## config.mk

```make
export PLATFORM = sky130hd
export DESIGN_NAME = ex_mem_skidreg
export DESIGN_NICKNAME = d
export VERILOG_FILES = /design/src/rtl/ex_mem_skidreg.sv
export SDC_FILE = /design/constraint.sdc
export NUM_CORES = 1
export LEC_CHECK = 0
export ABC_CLOCK_PERIOD_IN_PS = 1690
export BUFFER_PORTS_ARGS = -buffer_cell sky130_fd_sc_hd__buf_2
export CORE_MARGIN = 2
export CORE_UTILIZATION = 51
export CTS_BUF_LIST = sky130_fd_sc_hd__clkbuf_2 sky130_fd_sc_hd__clkbuf_4 sky130_fd_sc_hd__clkbuf_8
export CTS_CLUSTER_SIZE = 28
export DETAILED_ROUTE_END_ITERATION = 12
export PLACE_DENSITY = 0.83
export SYNTH_ARGS = -nofsm -noshare
export SYNTH_HDL_FRONTEND = slang
export SYNTH_SLANG_ARGS = --single-unit
```

## constraint.sdc

```tcl
create_clock -name clk -period 1.69 [get_ports clk]
set_input_delay 0.169 -clock clk [delete_from_list [all_inputs] [get_ports clk]]
set_output_delay 0.169 -clock clk [all_outputs]
set_load 0.05 [all_outputs]
```

## src/rtl/ex_mem_skidreg.sv

```systemverilog
// EX/MEM two-entry pipeline buffer (head + skid) with registered EX_Ready.
// Optional flush support is compiled in when EX_MEM_FLUSH_EN is defined.
module ex_mem_skidreg (
    input  logic        clk,
    input  logic        reset,
    input  logic        EX_Valid,
    output logic        EX_Ready,
    input  logic        EX_WRegEn,
    input  logic        EX_WMemEn,
    input  logic [63:0] EX_ALUout,
    input  logic [63:0] EX_R2out,
    input  logic [4:0]  EX_WReg1,
    input  logic        Flush,
    output logic        MEM_Valid,
    input  logic        MEM_Ready,
    output logic        MEM_WRegEn,
    output logic        MEM_WMemEn,
    output logic [63:0] MEM_ALUout,
    output logic [63:0] MEM_StoreData,
    output logic [4:0]  MEM_WReg1,
    output logic [1:0]  MEM_Count,
    output logic [31:0] HZ_PendMask
);

    // state | meaning
    // EMPTY | no entry held
    // ONE   | head holds the oldest entry
    // FULL  | head and skid both hold entries, EX is stalled
    typedef enum logic [1:0] {
        EMPTY = 2'd0,
        ONE   = 2'd1,
        FULL  = 2'd2
    } state_t;

    state_t         state, next_state;
    logic           head_valid, skid_valid;
    logic [134:0]   head_q, skid_q;
    logic [134:0]   ex_payload;
    logic           head_wregen, head_wmemen;
    logic           in_fire, out_fire;
    logic           do_flush;

`ifdef EX_MEM_FLUSH_EN
    assign do_flush = Flush;
`else
    logic unused_flush;
    assign unused_flush = Flush;
    assign do_flush     = 1'b0;
`endif

    assign ex_payload = {EX_WRegEn, EX_WMemEn, EX_ALUout, EX_R2out, EX_WReg1};
    assign in_fire    = EX_Valid & EX_Ready;
    assign out_fire   = MEM_Valid & MEM_Ready;

    assign {head_wregen, head_wmemen, MEM_ALUout, MEM_StoreData, MEM_WReg1} = head_q;
    assign MEM_Valid  = head_valid;
    assign MEM_WRegEn = head_valid & head_wregen;
    assign MEM_WMemEn = head_valid & head_wmemen;
    assign MEM_Count  = state;

    always_comb begin
        next_state = state;
        if (do_flush) begin
            next_state = EMPTY;
        end else begin
            case (state)
                EMPTY: if (in_fire) next_state = ONE;
                ONE: begin
                    if (in_fire && !out_fire)      next_state = FULL;
                    else if (!in_fire && out_fire) next_state = EMPTY;
                end
                FULL:    if (out_fire) next_state = ONE;
                default: next_state = EMPTY;
            endcase
        end
    end

    always_ff @(posedge clk) begin
        if (reset) begin
            state      <= EMPTY;
            head_valid <= 1'b0;
            skid_valid <= 1'b0;
            head_q     <= '0;
            skid_q     <= '0;
            EX_Ready   <= 1'b1;
        end else begin
            state      <= next_state;
            head_valid <= (next_state != EMPTY);
            skid_valid <= (next_state == FULL);
            EX_Ready   <= (next_state != FULL);
            if (!do_flush) begin
                case (state)
                    EMPTY: if (in_fire) head_q <= ex_payload;
                    ONE: begin
                        if (in_fire && out_fire) head_q <= ex_payload;
                        else if (in_fire)        skid_q <= ex_payload;
                    end
                    FULL:    if (out_fire) head_q <= skid_q;
                    default: ;
                endcase
            end
        end
    end

    // Pending-write mask over both held entries, for ID-stage hazard checks.
    always_comb begin
        HZ_PendMask = '0;
        if (head_valid && head_q[134]) HZ_PendMask[head_q[4:0]] = 1'b1;
        if (skid_valid && skid_q[134]) HZ_PendMask[skid_q[4:0]] = 1'b1;
    end

endmodule

```

==> flow_summary.json <==
{
  "numCtsBuffers": 47,
  "drtIter0Drc": 1960,
  "fin_cells": 2181,
  "insertion_delay_ns": 0.56,
  "wl_per_cell_um": 27.0,
  "static-leakage-power_nw": 8.39,
  "area_delta_synth_final_pct": 55.9,
  "vdd_drop_max_uv": 1100,
  "combPwrFrac_pct": 40.5,
  "syn_nets": 1629,
  "ys_ff_latch": 275,
  "gp_congestion": 0.813,
  "antenna_found_initial": 5,
  "fin_ws_ns": -0.540,
  "clock_path_buffers": 3,
  "synth_top_cell_area_share_pct": 41.2,
  "skew_ns": 0.0196,
  "r2r_cells": 5,
  "numClockSinks": 275,
  "hold_viol": 0,
  "coreArea_um2": 25900,
  "rsz0062_at_grt": "yes",
  "grt_use_total_pct": 33.5,
  "drt_wl_total_um": 58900,
  "slew_violations": 0,
  "clk_pin_slew_ns": 0.07,
  "fill_cells": 1363,
  "max_freq_mhz": 448,
  "yosysSeqAreaShare_pct": 41.2,
  "yosys_warnings": 0,
  "synth_most_common_cell": "dfxtp_1",
  "vias": 15000,
  "fp.dieW_um": 166,
  "r2r-start": "MEM_Valid$_SDFF_PP0_",
  "syn-cell-area_um2": 13400,
  "die_h_um": 166,
  "p_per_area_nw_per_um2": 1160,
  "ant_nets": 0,
  "cp-startpoint": "MEM_Valid$_SDFF_PP0_",
  "p_sw_share_pct": 40.0,
  "synth_compound_area_share_pct": 28.6,
  "fin_nets": 1943,
  "p_clk_share_pct": 26.5,
  "grt_pass1_vias": 13900,
  "cts_tree": "built",
  "fp-row-count": 59,
  "fin_crit_ns": 2.23,
  "synth_mux_area_share_pct": 10.1,
  "grt_max_degree": 81,
  "cp-end-kind": "flip-flop",
  "ff2ff_setup_slack_ns": -0.54,
  "grt.overflow.total": 0,
  "setup_viol": 100,
  "worstPathMaxFanout": 26,
  "yosys.area.top_type": "dfxtp_1",
  "cap_violations": 0,
  "whs_ns": 0.0581,
  "synth_top_family_by_area": "compound AO/OA/AOI/OAI gates",
  "yosys.area_share.simple_pct": 6.93,
  "syn_inst": 1489,
  "dp_hpwl_um": 25600,
  "status": "finished, violations left",
  "total_power_mw": 24.2,
  "portBuffers": 309,
  "dp_cells": 1885,
  "synth_ff_type": "dfxtp_1",
  "cp-endpoint": "head_q[0]$_SDFFE_PP0P_",
  "synth-adder-area-share_pct": 0,
  "r2r-end": "head_q[0]$_SDFFE_PP0P_",
  "hold_depth": 4,
  "p_int_mw": 14.5,
  "fin_area_um2": 20800,
  "synth-async-reset-ratio_pct": 0,
  "grt_pass1_wl_um": 77100,
  "dr.pass1.iters": 6,
  "ys_top_cells_by_count": "dfxtp_1, clkbuf_1, nand3_1, a211oi_1, a21oi_1",
  "critPathLaunchType": "flip-flop",
  "slew_headroom_pct": 29.3,
  "io_pins": 311,
  "synth.area.top_cells": "dfxtp_1, mux2i_1, a2111oi_0, a211oi_1, buf_4",
  "synth_edf_count": 0,
  "syn_avg_cell_area_um2": 8.98,
  "htree_levels": 2,
  "pwr-share-seq_pct": 33.0,
  "violations": "negative setup slack",
  "hold_class": "in2reg",
  "viasPerCell": 6.87,
  "synth_cell_types": 35,
  "synth_xor_area_share_pct": 0.0655,
  "tightest_slew_ns": 1.06,
  "period_share_pct": 132,
  "clockRootBuffer": "clkbuf_8",
  "die-area_um2": 27500,
  "place_area_um2": 16100,
  "required_ns": 2.08,
  "worstPathArrival_ns": 2.62,
  "p_switching_mw": 9.68,
  "drc": 0,
  "floorplan.initialDensity_pct": 51.6,
  "critPathKind": "reg2reg",
  "drive_above_1_share_pct": 43.8
}
-- layout make-up --
type	instances	area, um^2	area share, %
tap	335	419	2.01
inverter	2	12.5	0.0600
antenna	6	15.0	0.0720
timing repair buffer	584	5370	25.7
multi-input combinational	893	8490	40.7
sequential	275	5530	26.5
clock buffer	73	892	4.28
clock inverter	13	114	0.546
-- routing by layer --
metal | global-route usage [%] | vias to the layer above | wire (um)
li1 | - | 6242 | -
met1 | 42.4 | 7163 | 21500
met2 | 55.2 | 1249 | 27900
met3 | 6.46 | 329 | 5920
met4 | 16.0 | 0 | 3640
met5 | 0 | - | 0
-- state kept, by name, indices dropped and copies added (netlist names) --
register,flops
head_q,135
skid_q,135
MEM_Count,2
MEM_Valid,1
EX_Ready,1
skid_valid,1
-- worst max-delay path, stage by stage, from the launching register on --
cell and delay (ns):
dfxtp_4 0.35, buf_4 0.15, and4_4 0.22, buf_16 0.21, a2111oi_1 0.98, a211oi_1 0.14
-- power groups by stage --
stage	sequential [mW]	combinational [mW]	clock (mW)
2_1_floorplan	7.85	6.35	0
3_5_place_dp	7.94	7.45	0
4_1_cts	7.83	8.02	6.36
6_report	7.98	9.80	6.41
5_1_grt	8.03	10.1	6.73
3_3_place_gp	7.90	7.31	0
-- how the worst min path moves through the flow --
stage,startpoint,to,slack [ns]
3_5_place_dp,EX_ALUout[36],skid_q[105]$_SDFFE_PP0P_,0.44
4_1_cts,reset,MEM_Valid$_SDFF_PP0_,0.02
2_1_floorplan,MEM_Ready,MEM_Count[1]$_SDFF_PP0_,0.27
3_3_place_gp,EX_ALUout[33],skid_q[102]$_SDFFE_PP0P_,0.43
6_report,EX_Valid,MEM_Count[0]$_SDFF_PP0_,0.06
5_1_grt,reset,skid_q[97]$_SDFFE_PP0P_,0.05
-- through the flow --
| step | util (%) | setup TNS [ns] | setup slack [ns] |
|---|---|---|---|
| floorplan | - | -10.64 | -0.281 |
| global route | 80.4 | -19.78 | -0.653 |
| CTS | 73.5 | -13.28 | -0.464 |
| global placement | 62.2 | 0 | 0.0584 |
| finish | 80.4 | -15.04 | -0.540 |
| detailed placement | 62.2 | 0 | 0.00469 |
-- repair_timing --
item                                    in CTS  in global routing
buffers inserted                             6                 25
endpoints found under the hold margin      232                  0
gates resized for setup                    106                233
hold buffers                               136                  0
pin swaps                                   20                 53
cloned                                       5                 33
endpoints found under the setup margin      45                164
-- kinds of logic (layout without fill, tap and decap cells) --
group	count (synthesis)	count (layout)
AOI/OAI and AO/OA	582	583
and+or+nand+nor	173	174
buffers and inverters	323	672
other	0	6
xor gates and xnor gates	1	1
muxes	135	135
DFF	275	275
-- layout by cell type, fill, tap and decap left out, types with 43 or more instances in the layout --
| cell type | instances |
|---|---|
| a2111oi_2 | 43 |
| a2111oi_4 | 51 |
| a211oi_2 | 111 |
| a21oi_1 | 136 |
| buf_2 | 274 |
| buf_6 | 57 |
| clkbuf_8 | 55 |
| dfxtp_1 | 265 |
| dlygate4sd3_1 | 136 |
| mux2i_1 | 135 |
| nand3_1 | 135 |
| o21ai_0 | 132 |
No activity file was read; power rests on OpenSTA's default activity.
